**src/rtl/shift_pkg.sv**
```systemverilog
// Shared encodings for the iterative shift/rotate unit.
// Holds the operation modes and the control FSM states.
package shift_pkg;

  typedef enum logic [2:0] {
    MODE_LSR = 3'b000,
    MODE_LSL = 3'b001,
    MODE_ASR = 3'b010,
    MODE_ROR = 3'b011,
    MODE_ROL = 3'b100
  } mode_e;

  typedef enum logic [1:0] {
    IDLE,
    SHIFT,
    DONE
  } state_e;

  function automatic logic mode_is_legal(input logic [2:0] m);
    return m <= MODE_ROL;
  endfunction

endpackage

```
**src/rtl/shift_unit_iter_if.sv**
```systemverilog
// Operand/result handshake bundle for shift_unit_iter.
// The master side supplies operands and consumes results; the unit is the slave.
interface shift_unit_iter_if #(
  parameter int WIDTH = 16
);
  localparam int AW = $clog2(WIDTH);

  logic             in_valid;
  logic             in_ready;
  logic [2:0]       mode;
  logic [WIDTH-1:0] a;
  logic [AW-1:0]    amt;
  logic             out_valid;
  logic             out_ready;
  logic [WIDTH-1:0] Shift_out;
  logic             carry_out;
  logic             Shift_err;

  modport master (
    output in_valid, mode, a, amt, out_ready,
    input  in_ready, out_valid, Shift_out, carry_out, Shift_err
  );

  modport slave (
    input  in_valid, mode, a, amt, out_ready,
    output in_ready, out_valid, Shift_out, carry_out, Shift_err
  );
endinterface

```
**src/rtl/shift_step.sv**
```systemverilog
// Combinational one-pass shifter: moves i_data by i_k positions per i_mode
// and reports the last bit vacated (0 when i_k is 0).
module shift_step
  import shift_pkg::*;
#(
  parameter int WIDTH = 16,
  parameter int AW    = $clog2(WIDTH)
) (
  input  logic [WIDTH-1:0] i_data,
  input  mode_e            i_mode,
  input  logic [AW-1:0]    i_k,
  output logic [WIDTH-1:0] o_data,
  output logic             o_carry
);

  localparam int            AW1    = AW + 1;
  localparam logic [AW:0]   W_FULL = AW1'(WIDTH);

  logic [AW:0]       w_back;
  logic [AW-1:0]     w_km1;
  logic [WIDTH-1:0]  w_right;
  logic [WIDTH-1:0]  w_left;

  // Parking the last vacated bit at an edge avoids a variable bit-select.
  assign w_back  = W_FULL - {1'b0, i_k};
  assign w_km1   = i_k - AW'(1);
  assign w_right = i_data >> w_km1;
  assign w_left  = i_data << w_km1;

  always_comb begin
    // NOTE: defaults first so every path assigns both outputs; no latch.
    o_data  = i_data;
    o_carry = 1'b0;
    case (i_mode)
      MODE_LSR: begin
        o_data  = i_data >> i_k;
        o_carry = w_right[0];
      end
      MODE_ASR: begin
        o_data  = $unsigned($signed(i_data) >>> i_k);
        o_carry = w_right[0];
      end
      MODE_ROR: begin
        o_data  = (i_data >> i_k) | (i_data << w_back);
        o_carry = w_right[0];
      end
      MODE_LSL: begin
        o_data  = i_data << i_k;
        o_carry = w_left[WIDTH-1];
      end
      MODE_ROL: begin
        o_data  = (i_data << i_k) | (i_data >> w_back);
        o_carry = w_left[WIDTH-1];
      end
      default: ;
    endcase
    if (i_k == '0) o_carry = 1'b0;
  end

endmodule

```
**src/rtl/shift_unit_iter.sv**
```systemverilog
// Iterative shift/rotate unit: shifts by up to STEP positions per clock,
// with valid/ready handshakes on both the operand and the result side.
module shift_unit_iter
  import shift_pkg::*;
#(
  parameter int WIDTH = 16,
  parameter int STEP  = 1
) (
  input  logic             clk,
  input  logic             rst,
  shift_unit_iter_if.slave bus
);

  localparam int          AW     = $clog2(WIDTH);
  localparam int          AW1    = AW + 1;
  localparam logic [AW:0] STEP_W = AW1'(STEP);

  state_e           r_state;
  logic [WIDTH-1:0] r_data;
  mode_e            r_mode;
  logic [AW-1:0]    r_cnt;
  logic             r_carry;
  logic             r_err;

  logic [AW-1:0]    w_k;
  logic [WIDTH-1:0] w_step_data;
  logic             w_step_carry;
  logic             w_legal;
  logic             w_done;

  // k never exceeds the remaining count, so it always fits in AW bits.
  assign w_k     = ({1'b0, r_cnt} >= STEP_W) ? STEP_W[AW-1:0] : r_cnt;
  assign w_legal = mode_is_legal(bus.mode);

  shift_step #(
    .WIDTH (WIDTH),
    .AW    (AW)
  ) u_step (
    .i_data  (r_data),
    .i_mode  (r_mode),
    .i_k     (w_k),
    .o_data  (w_step_data),
    .o_carry (w_step_carry)
  );

  always_ff @(posedge clk or posedge rst) begin
    // NOTE: non-blocking assignments keep every register sampling pre-edge values.
    if (rst) begin
      r_state <= IDLE;
      r_data  <= '0;
      r_mode  <= MODE_LSR;
      r_cnt   <= '0;
      r_carry <= 1'b0;
      r_err   <= 1'b0;
    end else begin
      case (r_state)
        IDLE: begin
          if (bus.in_valid) begin
            r_data  <= bus.a;
            r_mode  <= w_legal ? mode_e'(bus.mode) : MODE_LSR;
            r_cnt   <= bus.amt;
            r_carry <= 1'b0;
            r_err   <= ~w_legal;
            r_state <= (!w_legal || bus.amt == '0) ? DONE : SHIFT;
          end
        end
        SHIFT: begin
          r_data  <= w_step_data;
          r_carry <= w_step_carry;
          r_cnt   <= r_cnt - w_k;
          if (r_cnt == w_k) r_state <= DONE;
        end
        DONE: begin
          if (bus.out_ready) r_state <= IDLE;
        end
        default: r_state <= IDLE;
      endcase
    end
  end

  // Result outputs are gated by state so nothing leaks while no result is held.
  assign w_done        = (r_state == DONE);
  assign bus.in_ready  = (r_state == IDLE);
  assign bus.out_valid = w_done;
  assign bus.Shift_out = w_done ? r_data : '0;
  assign bus.carry_out = w_done & r_carry;
  assign bus.Shift_err = w_done & r_err;

endmodule

```
**src/flat_wrapper.sv**
```systemverilog
// flat-port wrapper written by rule: the top's interface ports become plain ports
module shift_unit_iter_flat import shift_pkg::*;
#(
  parameter int WIDTH = 16,
  parameter int STEP  = 1
)
  (clk, rst, bus_in_valid, bus_mode, bus_a, bus_amt, bus_out_ready, bus_in_ready, bus_out_valid, bus_Shift_out, bus_carry_out, bus_Shift_err);
  shift_unit_iter_if #(.WIDTH(WIDTH)) bus_i ();
  input  logic clk;
  input  logic rst;
  input wire logic [$bits(bus_i.in_valid)-1:0] bus_in_valid;
  input wire logic [$bits(bus_i.mode)-1:0] bus_mode;
  input wire logic [$bits(bus_i.a)-1:0] bus_a;
  input wire logic [$bits(bus_i.amt)-1:0] bus_amt;
  input wire logic [$bits(bus_i.out_ready)-1:0] bus_out_ready;
  output wire logic [$bits(bus_i.in_ready)-1:0] bus_in_ready;
  output wire logic [$bits(bus_i.out_valid)-1:0] bus_out_valid;
  output wire logic [$bits(bus_i.Shift_out)-1:0] bus_Shift_out;
  output wire logic [$bits(bus_i.carry_out)-1:0] bus_carry_out;
  output wire logic [$bits(bus_i.Shift_err)-1:0] bus_Shift_err;
  assign bus_i.in_valid = bus_in_valid;
  assign bus_i.mode = bus_mode;
  assign bus_i.a = bus_a;
  assign bus_i.amt = bus_amt;
  assign bus_i.out_ready = bus_out_ready;
  assign bus_in_ready = bus_i.in_ready;
  assign bus_out_valid = bus_i.out_valid;
  assign bus_Shift_out = bus_i.Shift_out;
  assign bus_carry_out = bus_i.carry_out;
  assign bus_Shift_err = bus_i.Shift_err;
  shift_unit_iter #(.WIDTH(WIDTH), .STEP(STEP)) u_core (.clk(clk), .rst(rst), .bus(bus_i));
endmodule
```
**config.mk**
```make
export PLATFORM = sky130hd
export DESIGN_NAME = shift_unit_iter_flat
export DESIGN_NICKNAME = d
export VERILOG_FILES = /design/src/rtl/shift_pkg.sv /design/src/rtl/shift_unit_iter_if.sv /design/src/rtl/shift_step.sv /design/src/rtl/shift_unit_iter.sv /design/src/flat_wrapper.sv
export SDC_FILE = /design/constraint.sdc
export NUM_CORES = 1
export LEC_CHECK = 0
export ABC_AREA = 0
export CAP_MARGIN = 5
export CELL_PAD_IN_SITES_DETAIL_PLACEMENT = 2
export CELL_PAD_IN_SITES_GLOBAL_PLACEMENT = 2
export CORE_ASPECT_RATIO = 0.75
export CORE_MARGIN = 4
export CORE_UTILIZATION = 35
export DETAILED_ROUTE_END_ITERATION = 10
export PLACE_DENSITY_LB_ADDON = 0.1
export SLEW_MARGIN = 40
export SYNTH_ARGS = -nofsm -noshare
export SYNTH_HDL_FRONTEND = slang
export SYNTH_HIERARCHICAL = 1
export SYNTH_SLANG_ARGS = --single-unit
export TNS_END_PERCENT = 10
```
**constraint.sdc**
```tcl
create_clock -name clk -period 6.99 [get_ports clk]
set_input_delay 1.0485 -clock clk [delete_from_list [all_inputs] [get_ports clk]]
set_output_delay 1.0485 -clock clk [all_outputs]
set_load 0.05 [all_outputs]
```
# After elaboration in Yosys (flattened, before gate mapping)
# Cells that the tools add are included.
# classes
n_addsub,3
order_cmp,2
eq_ne,11
shifts,7
bitwise,5
n_reduce_logical,13
mux,17
# op_table
operator,count
16-bit case mux with 5 select lines,1
16-bit two-way mux,2
16-bit OR,2
16-bit case mux with 2 select lines,1
16-bit by 4-bit << shifter with 16-bit output,2
16-bit by 5-bit << shifter with 16-bit output,1
16-bit by 4-bit right shift with 1-bit output,1
16-bit by 4-bit right shift with 16-bit output,1
16-bit by 5-bit right shift with 16-bit output,1
16-bit by 4-bit >>> shifter with 16-bit output,1
4-bit logical NOT,2
2-bit two-way mux,4
4-bit two-way mux,2
4-bit case mux with 2 select lines,1
"3-bit by 2-bit == test with 1-bit output, second input constant",2
"6-bit != test, second input constant",1
2-bit case mux with 3 select lines,1
3-bit AND reduction,2
"5-bit by 4-bit subtractor with 5-bit output, first input constant",1
4-bit == test,1
"4-bit by 1-bit >= comparator with 1-bit output, second input constant",1
"2-bit != test, second input constant",2
1-bit case mux with 2 select lines,2
2-bit AND reduction,2
19 further kinds,21
# totals
ff_bits,27
out_inout_bits,20
elab_cells,64
inputBits,27

# Depth between registers and ports, before layout
# logic_depth
depth_word,7
ltp_mapped,15
mapped_depth_nobuf,12

# Hierarchy
# Netlist, hierarchy kept.
# by_module_without_submodules
module,seq_area_each_um2,n_inst,cells_per_inst,area_per_inst_um2
shift_step,0.0,1,451,3347.0
shift_unit_iter,675.6,1,156,1475.2

# Worst setup path after synthesis
# No wires, ideal clock.
# synth_timing
kind,flip-flop to flip-flop
from,register u_core.r_cnt[2]
to,register u_core.r_data[0]
path_buffers,3
arrival_time_ns,2.761
setup_ns,0.133
synth_period_minus_slack_ns,2.894
stages_incl_launch_ff,15
t_required_ns,6.857
path_slack_ns,4.096
path_cell_list,dfrtp_1 > nor2_1 > nand2_1 > buf_4 > inv_2 > ha_1 > buf_2 > xnor2_1 > clkbuf_1 > mux2i_1 > a21oi_1 > a222oi_1 > inv_1 > mux2i_1 > o21ai_0
# synth_via
elab_chain_len,7
word_cells_on_any_way,12
cone_classes,add/sub (1); order compare (1); shift (5); mux (3); bitwise (2)
# synth_rtl
item,line_no,text
"start, declared",shift_unit_iter.sv:21,logic [AW-1:0] r_cnt;
"start signal, assigned",shift_unit_iter.sv:61,r_cnt <= bus.amt;
"start signal, assigned",shift_unit_iter.sv:70,r_cnt <= r_cnt - w_k;
4-bit by 1-bit >= comparator with 1-bit output (*),shift_unit_iter.sv:32,"assign w_k = ({1'b0, r_cnt} >= STEP_W) ? STEP_W[AW-1:0] : r_cnt;"
4-bit two-way mux (*),shift_unit_iter.sv:32,
via u_core.w_k[0],shift_unit_iter.sv:25,logic [AW-1:0] w_k;
5-bit by 4-bit subtractor with 5-bit output,shift_step.sv:25,"assign w_back = W_FULL - {1'b0, i_k};"
16-bit by 5-bit right shift with 16-bit output / 16-bit by 5-bit << shifter with 16-bit output (equally long branches),"shift_step.sv:52, shift_step.sv:44",
"16-bit OR, on equally long branches","shift_step.sv:52, shift_step.sv:44",
16-bit case mux with 5 select lines (*),shift_step.sv:34,case (i_mode)
via u_core.w_step_data[0],shift_unit_iter.sv:26,logic [WIDTH-1:0] w_step_data;
16-bit case mux with 2 select lines (*),shift_unit_iter.sv:56,case (r_state)
"end signal, assigned",shift_unit_iter.sv:59,r_data <= bus.a;
"end signal, assigned",shift_unit_iter.sv:68,r_data <= w_step_data;
"end, declared",shift_unit_iter.sv:19,logic [WIDTH-1:0] r_data;
# The timed path passes the listed nets; every way through them passes the cells marked *.
# A chain may end at the register's enable or synchronous reset.

# Worst setup path after layout
# layout_timing
from,register u_core.r_cnt[2]
to,register u_core.r_data[12]
# Same word-level chain as after synthesis.

==> results.json <==
{
  "dr_total_vias": 5191,
  "core_area_um2": 13200,
  "fin_util_pct": 40.5,
  "cp-start-kind": "flop",
  "dp_worst_setup_slack_ns": 3.06,
  "antenna_found_initial": 0,
  "cts.path.max_buffers": 2,
  "rsz0062_at_grt": "false",
  "worst_slack_ns": 2.99,
  "required_ns": 7.14,
  "path_max_fanout": 31,
  "arrival_ns": 4.15,
  "dpl_cell_area_um2": 5280,
  "grt_usage_pct": 28.7,
  "cts_setup_buffers": 0,
  "via_per_inst": 6.70,
  "final_hold_viol_count": 0,
  "grt_pass1_wl_um": 34300,
  "drt_wl_total_um": 22500,
  "ctsHoldBuffers": 0,
  "cts.htree.levels": 1,
  "crit_chain": "nor2_1, nand2_4, inv_2, ha_1, xor2_4, mux2i_1, o21ai_1, nand2_1, a21oi_1, o32a_1, mux2i_1, o21ai_0",
  "async_reset_ff_share_pct": 100,
  "grt_pass1_vias": 5320,
  "max_slew_margin_pct": 42.9,
  "io_pins": 47,
  "nets": 635,
  "final_area_um2": 5360,
  "yosysWarnings": 6,
  "drt-initial-drc-count": 625,
  "syn_area_um2": 4820,
  "synth.distinct_cells": 74,
  "worstHoldPathType": "flop to flop",
  "dp_cells": 771,
  "syn_inst": 607,
  "area.growth.synth_to_final_pct": 11.1,
  "gp_congestion": 0.951,
  "fin_crit_ns": 4.00,
  "peakVddDrop_uv": 229,
  "synth_enable_flop_cells": 0,
  "dp_hpwl_um": 16300,
  "critical_path.max_stage_delay_ns": 0.64,
  "chipHeight_um": 110,
  "cts_buffers": 3,
  "overflow": 0,
  "fmax_ghz": 0.250,
  "fin_cells": 775,
  "rows": 36,
  "cp_common_cell": "mux2i_1",
  "num_antenna_cells": 0,
  "tns_ns": 0,
  "clock-sinks": 27,
  "yosysSeqAreaShare_pct": 14.0,
  "ys_seq_elements": 27,
  "worstSetupEndpointType": "flop",
  "power_density_nw_per_um2": 467,
  "io_buffers": 46,
  "route.detailed.drc": 0,
  "start_util_pct": 36.4,
  "dr.pass1.iters": 5,
  "path_class": "flop to flop",
  "die_area_um2": 15700,
  "drive_gt1_share_pct": 11.1,
  "cts_tree": "yes",
  "clock_latency_ns": 0.28,
  "drtAntennaViolNets": 0,
  "tightestPinTransition_ns": 0.849,
  "slowest_stage": "xor2_4",
  "root_buffer": "clkbuf_16",
  "drv_slew": 0,
  "synth.avg_cell_area_um2": 7.94,
  "yosys_most_used_dff": "dfrtp_1",
  "finalClockSkew_ns": 0.00428,
  "fin_crit_sh_pct": 57.2,
  "path_clk_slew_ns": 0.08,
  "final-setup-viol-count": 0,
  "max-cap-violations": 0,
  "die_x_um": 144,
  "p_leak_nw": 2.11,
  "wl_per_cell_um": 29.0,
  "grt_start_max_net_pins": 63,
  "outcome": "finished, final reports clean",
  "ctsResizeCount": 0
}
==> critical path: cells and delay by family, from the launching register on <==
family,cells,cell delay [ns]
compound gates,4,0.60
xor+xnor,1,0.64
fa+ha+maj,1,0.59
buf+inv,1,0.36
flops,1,0.43
mux,2,0.43
simple gates,3,0.79
==> report_power, final <==
| group | total, mW | internal (mW) | switching (mW) |
|---|---|---|---|
| sequential | 0.514 | 0.227 | 0.287 |
| combinational | 1.84 | 0.725 | 1.12 |
| clock | 0.144 | 0.0783 | 0.0659 |
| total | 2.50 | 1.03 | 1.47 |
==> synth_stat cells, types with 5 or more instances <==
library cell | count | area (um2)
a211oi_1 | 13 | 97.6
o21ai_0 | 40 | 200
nor2_1 | 69 | 259
and2_1 | 21 | 131
buf_2 | 18 | 90.1
a21oi_1 | 19 | 95.1
nand3_1 | 11 | 55.1
a31oi_1 | 11 | 68.8
o32a_1 | 8 | 80.1
nand2b_1 | 10 | 62.6
o22ai_1 | 10 | 62.6
nor2b_1 | 9 | 56.3
nand2_1 | 51 | 191
o21ai_1 | 12 | 60.1
mux4_2 | 24 | 541
mux2_2 | 12 | 135
nor3_1 | 11 | 55.1
mux2_1 | 10 | 113
mux2i_1 | 75 | 751
dfrtp_1 | 27 | 676
clkbuf_1 | 31 | 116
inv_1 | 7 | 26.3
buf_4 | 5 | 37.5
buf_6 | 7 | 78.8
==> cell families (layout without fill, tap and decap cells) <==
family	after synthesis	count (layout)	share of synthesized area, %
simple gates	211	211	21.2
xor+xnor	3	3	0.545
mux	123	123	32.5
fa+ha+maj	3	3	0.778
compound gates	166	166	23.2
flops	27	27	14.0
buf+inv	73	67	7.63
other cells	1	4	0.0778
==> state kept, by name (all words and copies together) (netlist names) <==
register / cells
u_core/r_carry: 1
u_core/r_cnt: 4
u_core/r_data: 16
u_core/r_err: 1
u_core/r_mode: 3
u_core/r_state: 2
==> routing by layer <==
| metal | global-route usage, % | vias to the layer above | routed length (um) |
|---|---|---|---|
| li1 | - | 2248 | - |
| met1 | 41.6 | 2698 | 10600 |
| met2 | 43.7 | 202 | 9600 |
| met3 | 6.04 | 43 | 1600 |
| met4 | 6.85 | 0 | 669 |
| met5 | 0 | - | 0 |
==> area by class of cell <==
type / count / area, um2
Clock buffer: 3 / 75.1
Clock inverter: 1 / 7.51
Fill cell: 1532 / 7890
Inverter: 9 / 33.8
Multi-Input combinational cell: 510 / 3830
Sequential cell: 27 / 676
Tap cell: 171 / 214
Timing Repair Buffer: 54 / 520
==> path summary, 6_finish.rpt <==
path                                                      end  cells past startpoint                        start  slack (ns)
worst max register to register  u_core/r_data[12]$_DFFE_PP0P_                     12  u_core/r_cnt[2]$_DFFE_PP0P_        2.99
max in group asynchronous       u_core/r_data[12]$_DFFE_PP0P_                      2                          rst        5.39
worst max-delay path            u_core/r_data[12]$_DFFE_PP0P_                     12  u_core/r_cnt[2]$_DFFE_PP0P_        2.99
worst min-delay path                 u_core/r_err$_DFFE_PP0P_                      2     u_core/r_err$_DFFE_PP0P_        0.49
worst min register to register       u_core/r_err$_DFFE_PP0P_                      2     u_core/r_err$_DFFE_PP0P_        0.49
min in group asynchronous        u_core/r_data[3]$_DFFE_PP0P_                      2                          rst        1.17
==> per-stage QoR <==
| stage | hold WS (ns) | power (mW) |
|---|---|---|
| 2_1_floorplan | 0.441 | 1.68 |
| 3_3_place_gp | 0.459 | 2.22 |
| 3_5_place_dp | 0.481 | 2.28 |
| 4_1_cts | 0.499 | 2.44 |
| 5_1_grt | 0.550 | 2.64 |
| 6_report | 0.490 | 2.50 |
==> cells in the final DEF (no fill, tap or decap), types with 11 or more instances in the layout <==
| cell | count |
|---|---|
| mux2i_1 | 75 |
| nor2_1 | 69 |
| nand2_1 | 50 |
| clkdlybuf4s50_1 | 46 |
| o21ai_0 | 40 |
| dfrtp_1 | 27 |
| mux4_2 | 24 |
| and2_1 | 21 |
| a21oi_1 | 19 |
| a211oi_1 | 13 |
| o21ai_1 | 12 |
| mux2_2 | 12 |
| nor3_1 | 11 |
| nand3_1 | 11 |
| a31oi_1 | 11 |
Power figures use the tool's default switching activity.
==> patch 1, RTL diff (same flow settings) <==
Make the reset (`rst`) synchronous in one clocked block.
--- a/src/rtl/shift_unit_iter.sv
+++ b/src/rtl/shift_unit_iter.sv
@@ -43,7 +43,7 @@
     .o_carry (w_step_carry)
   );
 
-  always_ff @(posedge clk or posedge rst) begin
+  always_ff @(posedge clk) begin
     // NOTE: non-blocking assignments keep every register sampling pre-edge values.
     if (rst) begin
       r_state <= IDLE;
Behaviour: differs if rst is asserted again (counterexample within 4 cycles, from zero or initial values and one cycle with rst high); with rst held inactive, the same outputs for 10 cycles.
==> patch 1 against the unedited design <==
Cell area about the same. Register-to-register slack improved by 0.29 ns. Routed wire length increased by 4.8%. Critical path type is now reg2out. Largest cell class unchanged. Sequential cell count unchanged. Setup slack improved by 0.21 ns. Area after synthesis increased by 0.70%.
Power is not compared: it rests on default switching activity, and its combinational part moved more than twofold at a synthesized area within 25%.
==> patch 1: results (changes against the unedited design) <==
Placed Instances: 794 (+3.0%)
Worst Max-Slew Pin Slew: 0.926 ns (+0.0762 ns)
Worst Path Arrival: 2.74 ns (-1.41 ns)
delay of the slowest critical-path stage: 0.82 ns (+0.18 ns)
largest net degree at the start of global routing: 63 (unchanged)
Min Hold Slack: 0.460 ns (-0.0298 ns)
synthesized area per cell: 7.68 um^2 (-3.3%)
setup bufs post-CTS: 0 (unchanged)
asr flop ratio synth: 0 (-1.00)
Non-Filler Instances: 798 (+3.0%)
Crit path max-delay family: buffers and inverters
fin nets: 658 (+3.6%)
first-pass GRT wire length: 35900 um (+4.7%)
uppermost layer routed: met5
worst r2r dst: u_core/r_data[14]$_SDFFE_PP0P_
hold path start: u_core/r_err$_SDFFE_PP0P_
worst hold path class: reg2reg
Setup WS pre-CTS: 3.20 ns (+0.143 ns)
vias: 5436 (+4.7%)
GR Util met3: 0.0651 (+0.00468)
gpl congestion: 1.01 (+5.7%)
Worst Hold End: u_core/r_err$_SDFFE_PP0P_
slowest stage cell, crit path: clkdlybuf4s50_1
sequential-to-total area share from yosys stat: 0.111 (-0.0288)
status: completed
list of most frequent post-synthesis cells: nor2_1, mux2i_1, nand2_1
Filler Cell Count: 1538 (+0.39%)
DRT iter0 DRCs: 573 (-8.3%)
total track usage: 0.298 (+0.0115)
vias in the first global route: 5490 (+3.2%)
Worst R2R Setup Slack: 3.28 ns (+0.29 ns)
routed length on met2: 10100 um (+4.9%)
Synth cell types: 77 (+4.1%)
initial antenna violation count: 1 (+1)
largest cells by area after synthesis: mux2i_1, dfxtp_1, mux4_2
CP Launch Point: u_core/r_state[1]$_SDFFE_PP0P_
layout cells sized above 1: 0.128 (+0.0167)
met1 global-route usage: 0.448 (+0.0322)
met2 usage: 0.448 (+0.0116)
routed wire length: 23600 um (+4.8%)
Met1 Wirelength: 10900 um (+3.1%)
Reg2Reg Depth: 10 (-2)
Worst Skew: 0.00400 ns (-0.000279 ns)
hpwl dp: 17300 um (+6.4%)
met3 WL post-DR: 2240 um (+39%)
-- patch 1: cell types whose count changed after synthesis, sizes merged, moves of 4 or more --
cell / delta
a211oi: +17
a21oi: +21
dfxtp: +27
o21ai: -22
buf: +4
nor2: +16
mux2i: -17
dfrtp: -27
-- patch 1: worst reg2reg max path: stages, from the launching register on --
cell,delay [ns]
dfxtp_1,0.37
or4_4,0.63
inv_2,0.27
ha_2,0.52
mux2i_1,0.67
nand2_1,0.12
o2111ai_1,0.14
nand4_1,0.22
o32a_1,0.48
nand2_1,0.08
a211oi_1,0.07
-- patch 1: how the worst max path moves through the flow --
stage | cells past startpoint | slack, ns | end
6_report | 4 | 3.20 | bus_Shift_out[10]
3_5_place_dp | 10 | 3.20 | u_core/r_data[14]$_SDFFE_PP0P_
5_1_grt | 4 | 3.04 | bus_Shift_out[10]
4_1_cts | 4 | 3.17 | bus_Shift_out[10]
3_3_place_gp | 11 | 3.16 | u_core/r_carry$_SDFFE_PP0P_
2_1_floorplan | 12 | 3.94 | u_core/r_data[1]$_SDFFE_PP0P_
-- patch 1: area by class of cell --
type | instances | area [um^2] | share of cell area
Clock inverter | 1 | 5.00 | 0.000934
Timing Repair Buffer | 57 | 547 | 0.102
Clock buffer | 3 | 75.1 | 0.0140
Sequential cell | 27 | 542 | 0.101
Multi-Input combinational cell | 531 | 3950 | 0.736
Tap cell | 171 | 214 | 0.0399
Inverter | 8 | 30.0 | 0.00560
-- patch 1: cell families after synthesis --
logic type | synth area share
other | 0.000772
XOR/XNOR | 0.00541
adder cells (fa/ha/maj) | 0.00773
flip-flops | 0.111
AO/OA/AOI/OAI | 0.269
multiplexers | 0.283
buffers and inverters | 0.0850
AND/OR/NAND/NOR | 0.238
==> patch 2, RTL diff (same settings) <==
Without the edit above. `WIDTH` is set to 16 in 4 places; all go to 32.
--- a/src/rtl/shift_unit_iter_if.sv
+++ b/src/rtl/shift_unit_iter_if.sv
@@ -1,7 +1,7 @@
 // Operand/result handshake bundle for shift_unit_iter.
 // The master side supplies operands and consumes results; the unit is the slave.
 interface shift_unit_iter_if #(
-  parameter int WIDTH = 16
+  parameter int WIDTH = 32
 );
   localparam int AW = $clog2(WIDTH);
 
--- a/src/rtl/shift_step.sv
+++ b/src/rtl/shift_step.sv
@@ -3,7 +3,7 @@
 module shift_step
   import shift_pkg::*;
 #(
-  parameter int WIDTH = 16,
+  parameter int WIDTH = 32,
   parameter int AW    = $clog2(WIDTH)
 ) (
   input  logic [WIDTH-1:0] i_data,
--- a/src/rtl/shift_unit_iter.sv
+++ b/src/rtl/shift_unit_iter.sv
@@ -3,7 +3,7 @@
 module shift_unit_iter
   import shift_pkg::*;
 #(
-  parameter int WIDTH = 16,
+  parameter int WIDTH = 32,
   parameter int STEP  = 1
 ) (
   input  logic             clk,
--- a/src/flat_wrapper.sv
+++ b/src/flat_wrapper.sv
@@ -1,7 +1,7 @@
 // flat-port wrapper written by rule: the top's interface ports become plain ports
 module shift_unit_iter_flat import shift_pkg::*;
 #(
-  parameter int WIDTH = 16,
+  parameter int WIDTH = 32,
   parameter int STEP  = 1
 )
   (clk, rst, bus_in_valid, bus_mode, bus_a, bus_amt, bus_out_ready, bus_in_ready, bus_out_valid, bus_Shift_out, bus_carry_out, bus_Shift_err);
Ports: changed (resized bus_Shift_out, bus_a and bus_amt); port bits go from 47 to 80. The function was not compared with the original's and may differ.
==> patch 2 against the unedited design <==
Synthesized cell count grew 140%. Combinational power grew to 3.6 times the old value. Sequential power rose by 22%. Cell area grew 150%. Sequential cell count up 17. Setup slack worse by 0.93 ns. Clock skew increased by 0.0099 ns. Largest power group unchanged. Area after synthesis grew to 2.6 times the old value. Critical endpoint is now u_core/r_data[6]$_DFFE_PP0P_. Die area grew 140%. Power grew to 3.0 times the old value. Routed wire length grew to 3.5 times the old value.
==> patch 2: results (changes against the unedited design) <==
Primary FF master, synth: dfrtp_1
Setup WS pre-CTS: 2.21 ns (-0.852 ns)
Longest Clk Path Bufs: 2 (unchanged)
sequential-to-total area share from yosys stat: 0.0894 (-0.0507)
Slew Limit Fails: 0 (unchanged)
hold path start: u_core/r_err$_DFFE_PP0P_
Post-Synth Adder-Cell Area: 0.00203 (-0.00575)
Worst Skew: 0.0142 ns (+0.00991 ns)
Root Buffer Master: clkbuf_16
Synth cell types: 99 (+34%)
worst hold path class: reg2reg
# port buffers: 79 (+72%)
CTS Buf Count: 5 (+2)
worst setup margin: 2.06 ns (-0.930 ns)
largest net degree at the start of global routing: 126 (+100%)
hpwl dp: 56100 um (+240%)
post-cts sizing count: 0 (unchanged)
Top Registers: u_core/r_data (32), u_core/r_cnt (5), u_core/r_mode (3)
mux cell area share after synthesis: 0.395 (+0.0694)
asr flop ratio synth: 1.00 (unchanged)
CP Launch Point: u_core/r_cnt[1]$_DFFE_PP0P_
Reg2Reg Depth: 14 (+2)
largest register by flop count: u_core/r_data
total track usage: 0.401 (+0.114)
complex-gate fraction of the synthesized area: 0.221 (-0.0111)
Skew-Pair Late Insertion Delay: 0.33 ns (+0.05 ns)
first-pass GRT wire length: 111000 um (+220%)
Min Hold Slack: 0.489 ns (-0.000862 ns)
end point of the critical path: u_core/r_data[6]$_DFFE_PP0P_
first drt pass iteration count: 6 (+1)
vias: 14100 (+170%)
CP Max Fanout: 19 (-39%)
routed wire length: 79000 um (+250%)
Mapped Cells: 1478 (+140%)
Slew headroom: 0.211 (-0.219)
Area after DPL: 0.0132 mm^2 (+150%)
status: completed
clock slew at reported path FFs: 0.09 ns
worst vdd ir: 0.446 mV (+95%)
DRT iter0 DRCs: 2045 (+230%)
H-tree depth: 2 (+1)
setup bufs post-CTS: 0 (unchanged)
gpl congestion: 1.06 (+12%)
Synth Area in XOR/XNOR: 0.00569 (+0.000239)
worst hold stages: 2 (unchanged)
Placed Instances: 1894 (+150%)
Leak Pwr: 4.88 nW (+130%)
layout cells sized above 1: 0.221 (+0.110)
drt wl/cell: 41.5 um (+43%)
Warnings, synthesis: 6 (unchanged)
Worst Hold End: u_core/r_err$_DFFE_PP0P_
largest cells by area after synthesis: mux4_2, mux2i_1, dfrtp_1
list of most frequent post-synthesis cells: nor2_1, nand2_1, mux2i_1
Worst Path Arrival: 5.17 ns (+1.02 ns)
initial antenna violation count: 5 (+5)
## patch 2: routing by layer
layer  global-route usage  routed length, um
met1                0.560              33700
met2                0.578              32700
met3                0.146               9580
met4                0.123               3000
met5                    0                 47
## patch 2: final cells by class
cell class,instances,area (um^2)
clock inverter,3,46.3
timing repair buffer,142,1270
tap,457,572
fill,3909,21300
clock buffer,5,125
multi-input combinational,1230,10200
sequential,44,1100
antenna,1,2.50
inverter,22,85.1
## patch 2: critical path, stage by stage (launching register included)
cell	delay, ns
dfrtp_1	0.46
nor4_1	0.72
nand2b_4	0.10
inv_2	0.13
ha_4	0.25
and2_1	0.19
ha_1	0.52
a211oi_2	0.27
buf_4	0.33
nand2_1	0.32
o311ai_1	0.77
nor4b_1	0.23
a31oi_1	0.27
nand2_1	0.08
a31oi_1	0.19
## patch 2: power by group
part / internal, mW / switching (mW) / total, mW
registers: 0.380 / 0.245 / 0.625
logic: 2.26 / 4.33 / 6.60
clock network: 0.171 / 0.141 / 0.312
total: 2.82 / 4.72 / 7.53
